[src/rtl/alu_opcode_pkg.sv]
// Shared ALU operation codes and RV32I base opcode constants.
// Pure definitions; no timing.
// No flow control.
package alu_opcode_pkg;

  // ALU operation codes: {funct7[5], funct3} of the matching R-type instruction.
  localparam logic [3:0] ALU_ADD  = 4'b0000;
  localparam logic [3:0] ALU_SLL  = 4'b0001;
  localparam logic [3:0] ALU_SLT  = 4'b0010;
  localparam logic [3:0] ALU_SLTU = 4'b0011;
  localparam logic [3:0] ALU_XOR  = 4'b0100;
  localparam logic [3:0] ALU_SRL  = 4'b0101;
  localparam logic [3:0] ALU_OR   = 4'b0110;
  localparam logic [3:0] ALU_AND  = 4'b0111;
  localparam logic [3:0] ALU_SUB  = 4'b1000;
  localparam logic [3:0] ALU_SRA  = 4'b1101;

  // Major opcode of register-register integer operations.
  localparam logic [6:0] OPCODE_OP = 7'b0110011;

  // funct7 values accepted for the base integer set.
  localparam logic [6:0] FUNCT7_BASE = 7'b0000000;
  localparam logic [6:0] FUNCT7_ALT  = 7'b0100000;

  // funct3 values that have an alternate (funct7[5] = 1) form.
  localparam logic [2:0] FUNCT3_ADD_SUB = 3'b000;
  localparam logic [2:0] FUNCT3_SRL_SRA = 3'b101;

  // R-type instruction word, laid out MSB first to match the encoding.
  typedef struct packed {
    logic [6:0] funct7;
    logic [4:0] rs2;
    logic [4:0] rs1;
    logic [2:0] funct3;
    logic [4:0] rd;
    logic [6:0] opcode;
  } rtype_word_t;

  // True when funct7/funct3 name an RV32I base R-type operation.
  // Everything else (including the M extension, funct7 = 0000001) is rejected.
  function automatic logic is_legal_r_funct(input logic [6:0] funct7,
                                            input logic [2:0] funct3);
    logic ok;
    ok = 1'b0;
    if (funct7 == FUNCT7_BASE) begin
      ok = 1'b1;
    end else if (funct7 == FUNCT7_ALT) begin
      ok = (funct3 == FUNCT3_ADD_SUB) || (funct3 == FUNCT3_SRL_SRA);
    end
    return ok;
  endfunction

endpackage

[src/rtl/r_type_field_decode.sv]
// Combinational R-type field split, ALU op mapping and legality check.
// Latency 0 (purely combinational).
// No flow control; output follows input every cycle.
module r_type_field_decode
  import alu_opcode_pkg::*;
(
  input  logic [31:0] instruction,
  output logic [3:0]  alu_op,
  output logic [4:0]  rd,
  output logic [4:0]  rs1,
  output logic [4:0]  rs2,
  output logic        illegal
);

  rtype_word_t word;
  logic        legal;

  assign word = rtype_word_t'(instruction);

  // Register indices are reported straight from the raw fields, legal or not.
  assign rd  = word.rd;
  assign rs1 = word.rs1;
  assign rs2 = word.rs2;

  // Map legal encodings to {funct7[5], funct3}; anything else degrades to ADD.
  always_comb begin
    legal   = (word.opcode == OPCODE_OP) && is_legal_r_funct(word.funct7, word.funct3);
    alu_op  = ALU_ADD;
    illegal = 1'b1;
    if (legal) begin
      alu_op  = {word.funct7[5], word.funct3};
      illegal = 1'b0;
    end
  end

endmodule

[src/rtl/instr_decoder_r.sv]
// Registered RV32I R-type decoder: register indices, ALU op code, illegal flag.
// Latency 1 cycle; outputs hold when no instruction is accepted.
// No backpressure; accepts one instruction per cycle.
module instr_decoder_r
  import alu_opcode_pkg::*;
(
  input  logic        clk,
  input  logic        rst,
  input  logic        instr_valid,
  input  logic [31:0] instruction,
  output logic        out_valid,
  output logic [3:0]  alu_op,
  output logic [4:0]  rd,
  output logic [4:0]  rs1,
  output logic [4:0]  rs2,
  output logic        illegal
);

  logic [3:0] dec_alu_op;
  logic [4:0] dec_rd;
  logic [4:0] dec_rs1;
  logic [4:0] dec_rs2;
  logic       dec_illegal;

  r_type_field_decode u_field_decode (
    .instruction (instruction),
    .alu_op      (dec_alu_op),
    .rd          (dec_rd),
    .rs1         (dec_rs1),
    .rs2         (dec_rs2),
    .illegal     (dec_illegal)
  );

  // Output stage: reset wins over a valid word; idle cycles keep the last decode.
  always_ff @(posedge clk) begin
    if (rst) begin
      out_valid <= 1'b0;
      alu_op    <= ALU_ADD;
      rd        <= '0;
      rs1       <= '0;
      rs2       <= '0;
      illegal   <= 1'b0;
    end else begin
      out_valid <= instr_valid;
      if (instr_valid) begin
        alu_op  <= dec_alu_op;
        rd      <= dec_rd;
        rs1     <= dec_rs1;
        rs2     <= dec_rs2;
        illegal <= dec_illegal;
      end
    end
  end

endmodule

[config.mk]
export PLATFORM = sky130hd
export DESIGN_NAME = instr_decoder_r
export DESIGN_NICKNAME = d
export VERILOG_FILES = /design/src/rtl/alu_opcode_pkg.sv /design/src/rtl/r_type_field_decode.sv /design/src/rtl/instr_decoder_r.sv
export SDC_FILE = /design/constraint.sdc
export NUM_CORES = 1
export LEC_CHECK = 0
export ABC_AREA = 0
export BUFFER_PORTS_ARGS = -buffer_cell sky130_fd_sc_hd__buf_2
export CAP_MARGIN = 30
export CORE_ASPECT_RATIO = 1.25
export CORE_MARGIN = 3
export CORE_UTILIZATION = 25
export CTS_BUF_LIST = sky130_fd_sc_hd__clkbuf_16
export CTS_CLUSTER_DIAMETER = 120
export DETAILED_ROUTE_END_ITERATION = 12
export PLACE_DENSITY_LB_ADDON = 0.15
export SLEW_MARGIN = 20
export SYNTH_ARGS = -nofsm -noshare
export SYNTH_HDL_FRONTEND = slang
export SYNTH_SLANG_ARGS = --single-unit
[constraint.sdc]
create_clock -name clk -period 2.2 [get_ports clk]
set_input_delay 0.22 -clock clk [delete_from_list [all_inputs] [get_ports clk]]
set_output_delay 0.22 -clock clk [all_outputs]
set_load 0.1 [all_outputs]
==> impl_metrics.csv, run 1 <==
group,metric,value,unit
outcome,status,"finished clean",
drt,postRouteAntennaNets,0,
global_routing,grt_usage,10.2,%
sta,period_minus_slack,1420,ps
final_layout,drive_gt1_share,45.9,%
sta,finalSetupViolations,0,
floorplan,initial_core_util,27.0,%
global_routing,grt_first_pass_wirelength,3.22,mm
final_layout,final_net_count,169,
worst_hold_path,worstHoldStart,"instruction[8]",
sta,fin_skew,0,ps
drt,routed_wl,1.94,mm
drt,initialDrtViolationCount,13,
sta,relSlewSlack,59.9,%
logic_synthesis,synth_edf_count,0,
clock_tree,clk_path_buf_depth,2,
clock_tree,clk_pin_slew,60,ps
pwr,p_leak,0.000633,uW
global_routing,grt_overflow,0,
clock_tree,cts_root_buffer,"clkbuf_16",
worst_setup_path,end_kind,"flip-flop",
worst_setup_path,timing.rr.start,"alu_op[1]",
pwr,p_sw,345,uW
floorplan,fp-row-count,22,
final_layout,syn_to_final_growth,46.9,%
worst_setup_path,worstSetupPathType,"input pin to flip-flop",
drt,viasPerCell,4.53,
worst_hold_path,min_path_type,"input pin to flip-flop",
clock_tree,ctsHtreeMaxLevel,1,
pwr,swShare,32.8,%
clock_tree,cts.sinks,21,
sta,rsz0062_at_grt,"no",
global_routing,grt_pass1_vias,772,
sta,slew_viol_final,0,
pwr,ir_worst_vdd,0.000373,V
final_layout,diodes,0,
global_routing,grt_max_degree,24,
sta,clock.fmax,703,MHz
clock_tree,cts_buffers,3,
floorplan,dieArea,3990,sq um
clock_tree,cts_tree,"built",
placement,postPlaceCellArea,1120,sq um
logic_synthesis,avgSynthCellArea,10.3,sq um
logic_synthesis,synth_async_sr_flop_share,0,%
worst_setup_path,arrival,1580,ps
worst_setup_path,required,2350,ps
clock_tree,clk_latency,250,ps
sta,hold_violations,0,
floorplan,boundaryPins,56,
worst_setup_path,start_kind,"input pin",
sta,worst_hold_slack,203,ps
logic_synthesis,yosysSeqAreaShare,51.5,%
sta,tightest_slew,601,ps
clock_tree,cts_setup_buffers,0,
placement,hpwlAfterDp,1.49,mm
logic_synthesis,yosysWarnings,0,
pwr,power_frac_seq,39.0,%
global_routing,antenna_found_initial,0,
pwr,p_int,707,uW
sta,post-route-period-util,64.6,%
drt,drc,0,
sta,finalSetupTns,0,ps
job,cap_viol_max_count,0,
worst_setup_path,startpoint,"instruction[6]",
final_layout,fin_area,1200,sq um
pwr,cellPowerDensity,877,nW/um^2
drt,vias,766,
drt,drtPass1Iterations,4,
worst_setup_path,cp_max_fo,3,
logic_synthesis,yosys_register_bits,21,
clock_tree,cts.hold.buffers_added,0,
floorplan,die_y,69.9,microns
placement,port_buffers,55,
clock_tree,cts_resized,0,
logic_synthesis,synth_cells,79,
logic_synthesis,synth_area,817,sq um
logic_synthesis,synth_fp_nets,114,
logic_synthesis,ys.flop_type,"dfxtp_1",
logic_synthesis,synth.distinct_cells,20,
pwr,comb_power_share,24.4,%
drt,wl_per_cell,11.5,microns
floorplan,core_area,3030,sq um
floorplan,die_width,57.1,microns
placement,place.gp.congestion,0.606,
pwr,p_clk_share,36.6,%
[metal layers]
layer	wire length, microns	global-route usage [%]	vias to the layer above
met5	0	0	-
met4	29	5.41	0
met3	210	2.59	4
met2	939	17.5	39
met1	760	11.3	341
li1	-	-	382
[cells by family after synthesis]
logic type                after synthesis  share of synthesized area (%)
AOI/OAI and AO/OA                       4                           4.75
xor gates and xnor gates                1                           1.07
buffers and inverters                   6                           2.91
DFF                                    21                           51.5
muxes                                  18                           22.1
and+or+nand+nor                        29                           17.8
[cell type report]
cell class                      count  area (sq um)
Clock buffer                        3          75.1
Clock inverter                      1          7.51
Fill cell                         334          1830
Inverter                            1          3.75
Multi-Input combinational cell     52           373
Sequential cell                    21           420
Tap cell                           36          45.0
Timing Repair Buffer               55           275
[Yosys cell counts (2+ instances only)]
| cell | count | share of area (%) |
|---|---|---|
| clkbuf_1 | 3 | 1.4 |
| dfxtp_1 | 21 | 51 |
| mux2i_1 | 18 | 22 |
| nand2_1 | 2 | 0.92 |
| nor2_1 | 17 | 7.8 |
| nor4_1 | 4 | 3.1 |
[critical path: stages]
cell	delay, ps
buf_2	100
or4_4	530
o41a_1	450
nor4_1	280
[state kept, by name (all words and copies together), names as in the netlist]
signal     flops
rs2            5
illegal        1
rd             5
alu_op         4
out_valid      1
rs1            5
[power by group through the flow]
stage	Clock (uW)	Sequential [uW]	Combinational [uW]
final	385	410	257
after global routing	413	413	272
after CTS	398	411	260
after detailed placement	0	418	260
after global placement	0	418	258
after floorplan	0	568	52.0
[cells in the final DEF, fill, tap and decap left out]
| cell | count |
|---|---|
| o211a_1 | 1 |
| or3b_2 | 1 |
| nand2b_1 | 1 |
| a22o_1 | 1 |
| nor4_1 | 4 |
| dfxtp_1 | 21 |
| buf_2 | 55 |
| or4b_1 | 1 |
| o221ai_1 | 1 |
| nor2_1 | 17 |
| clkbuf_16 | 3 |
| inv_1 | 1 |
| or4_4 | 1 |
| clkinvlp_4 | 1 |
| xor2_1 | 1 |
| nand2_1 | 2 |
| mux2i_1 | 18 |
| o41a_1 | 1 |
| nor3_1 | 1 |
| nand3b_1 | 1 |
[final timing paths]
kind	depth (start not counted)	to	slack [ps]
hold reg to reg	2	illegal	460
setup / recovery	4	alu_op[1]	780
setup reg to reg	2	alu_op[1]	1520
hold / removal	3	rd[1]	200
[stage by stage]
stage	instances	utilization, %	setup WS, ps	power [uW]
2_1_floorplan	79	-	714	620
3_3_place_gp	165	36.9	571	676
3_5_place_dp	165	36.9	517	679
4_1_cts	169	39.6	783	1070
5_1_grt	169	39.6	734	1100
6_report	169	39.6	778	1050
Power figures use the tool's default switching activity.
==> run 2: changes to the inputs <==
Settings changed: ABC_AREA 0 to 1.
Clock period 2.2 ns to 1.2 ns, I/O delays scaled along.
==> impl_metrics.csv, run 2 <==
group,metric,value,unit
clock_tree,cts_resized,0,
floorplan,die_width,56.5,microns
sta,tightest_slew,494,ps
logic_synthesis,yosysSeqAreaShare,52.7,%
logic_synthesis,avgSynthCellArea,7.26,sq um
logic_synthesis,synth.distinct_cells,14,
drt,vias,867,
final_layout,drive_gt1_share,49.4,%
sta,period_minus_slack,1110,ps
sta,finalSetupTns,0,ps
clock_tree,clk_latency,250,ps
worst_hold_path,min_path_type,"input pin to flip-flop",
worst_setup_path,cp_max_fo,2,
global_routing,grt_max_degree,18,
floorplan,fp-row-count,22,
logic_synthesis,synth_fp_nets,145,
final_layout,syn_to_final_growth,51.7,%
pwr,power_frac_seq,39.1,%
final_layout,register_area,445,sq um
global_routing,grt_busiest_layer,"met2",
placement,port_buffers,55,
pwr,ir_worst_vdd,0.000771,V
worst_setup_path,critical_path.top_delay_family,"buffers and inverters",
logic_synthesis,yosysWarnings,0,
sta,worst_slack,88.8,ps
final_layout,final_net_count,202,
pwr,comb_power_share,26.4,%
worst_setup_path,required,1080,ps
global_routing,grt_first_pass_wirelength,3.49,mm
sta,slew_viol_final,0,
logic_synthesis,synth_async_sr_flop_share,0,%
global_routing,met3_usage,1.68,%
clock_tree,cts_setup_buffers,0,
pwr,p_leak,0.000654,uW
final_layout,diodes,0,
floorplan,dieArea,3910,sq um
floorplan,core_area,3000,sq um
floorplan,initial_core_util,26.6,%
sta,rsz0062_at_grt,"no",
worst_setup_path,critPathMaxStageDelay,420,ps
floorplan,boundaryPins,56,
logic_synthesis,yosys-top-cells-area,"dfxtp_1, nor2_1, o21ai_0, nand2_1, inv_1",
worst_setup_path,worstSetupPathType,"flip-flop to primary output",
sta,fin_skew,0,ps
logic_synthesis,synth_top_cell_by_area,"dfxtp_1",
clock_tree,clk_path_buf_depth,2,
drt,initialDrtViolationCount,31,
pwr,p_sw,672,uW
clock_tree,ctsHtreeMaxLevel,1,
global_routing,met2_usage,18.4,%
clock_tree,cts.hold.buffers_added,0,
clock_tree,clk_pin_slew,60,ps
drt,wl_per_cell,10.5,microns
sta,post-route-period-util,92.6,%
final_layout,multi_input_area,329,sq um
worst_setup_path,end_kind,"primary output",
global_routing,grt_pass1_vias,799,
drt,drc,0,
worst_setup_path,start_kind,"flip-flop",
floorplan,die_y,69.2,microns
logic_synthesis,synth_edf_count,0,
sta,finalSetupViolations,0,
worst_setup_path,arrival,990,ps
final_layout,layout_commonest_cell,"buf_2",
pwr,cellPowerDensity,1620,nW/um^2
final_layout,fillers,354,
sta,clock.fmax,900,MHz
final_layout,top_regs,"rd x5, rs1 x5, rs2 x5",
logic_synthesis,ys.flop_type,"dfxtp_1",
pwr,p_clk_share,34.5,%
clock_tree,cts_buffers,3,
clock_tree,cts_tree,"built",
sta,relSlewSlack,67.3,%
logic_synthesis,synth.most_common_cell,"nor2_1",
global_routing,grt_usage,10.9,%
final_layout,layout_common_cells,"buf_2, nor2_1, dfxtp_2, o21ai_0, nand2_1",
worst_setup_path,crit_slowest_cell,"buf_2",
pwr,swShare,34.1,%
logic_synthesis,yosys.area.top_type_share,52.7,%
clock_tree,cts.sinks,21,
placement,hpwlAfterDp,1.65,mm
job,cap_viol_max_count,0,
logic_synthesis,yosys_register_bits,21,
outcome,status,"finished clean",
drt,viasPerCell,4.29,
drt,postRouteAntennaNets,0,
clock_tree,cts_root_buffer,"clkbuf_16",
logic_synthesis,synth_cells,110,
sta,hold_violations,0,
global_routing,grtUsageMet1,13.3,%
drt,drtPass1Iterations,4,
global_routing,antenna_found_initial,0,
global_routing,grt_overflow,0,
placement,dp_slack,259,ps
placement,place.gp.congestion,0.728,
drt,routed_wl,2.12,mm
logic_synthesis,synthTopCellsByCount,"nor2_1, dfxtp_1, o21ai_0, nand2_1, inv_1",
worst_setup_path,crit_chain,"buf_2",
pwr,p_int,1300,uW
logic_synthesis,synth_area,798,sq um
worst_setup_path,path_buf_inv,1,
## run 2: changes by cell type after synthesis, sizes merged, moves of 2 or more
cell	previous run	this run
nor2	17	40
nand2	2	14
nor4	4	0
inv	1	8
mux2i	18	1
o21ai	0	18
nand3	0	2
## run 2: kinds of logic (layout without fill, tap and decap cells)
logic type / count (synthesis) / in the layout / share of synthesized area, %
and+or+nand+nor: 57 / 57 / 28.1
DFF: 21 / 21 / 52.7
AOI/OAI and AO/OA: 19 / 19 / 11.9
buffers and inverters: 12 / 68 / 6.11
muxes: 1 / 1 / 1.25
## run 2: final timing paths
path	slack (ps)	endpoint	startpoint	cells past startpoint
hold reg to reg	460	illegal	illegal	2
setup reg to reg	560	rs1[0]	rs1[0]	2
hold / removal	50	illegal	rst	2
setup / recovery	90	rd[4]	rd[4]	1
## run 2: area by class of cell
type / count / area share (%)
clock buffers: 3 / 6.20
multi-input cells: 77 / 27.2
repair buffers: 56 / 23.3
flip-flops and latches: 21 / 36.8
well taps: 36 / 3.72
clock inverters: 1 / 0.310
inverters: 8 / 2.48
## run 2: worst register-to-register path: cells and delay by family, from the launching register on
kind	cells	cell delay (ps)
AO/OA/AOI/OAI	1	160
flip-flops	1	310
AND/OR/NAND/NOR	1	50
## run 2: power by group through the flow
stage / Combinational [uW] / Clock (uW) / Sequential, uW
after global placement: 520 / 0 / 783
after floorplan: 84.3 / 0 / 1110
after detailed placement: 525 / 0 / 784
after CTS: 525 / 692 / 770
final: 520 / 679 / 769
after global routing: 552 / 717 / 774
## run 2: metrics by stage
step / utilization (%) / instance area [sq um] / cells / power [uW] / hold WS [ps]
after CTS: 40.4 / 1210 / 202 / 1990 / 45.2
final: 40.4 / 1210 / 202 / 1970 / 46.6
after floorplan: - / 823 / 110 / 1190 / 182
after global placement: 37.7 / 1130 / 198 / 1300 / 305
after detailed placement: 37.7 / 1130 / 198 / 1310 / 305
after global routing: 40.4 / 1210 / 202 / 2040 / 60.4
## run 2: per-layer routing
| layer | part of all wire (%) | up-vias |
|---|---|---|
| li1 | - | 453 |
| met1 | 41 | 377 |
| met2 | 50 | 35 |
| met3 | 8.2 | 2 |
| met4 | 0.76 | 0 |
| met5 | 0 | - |
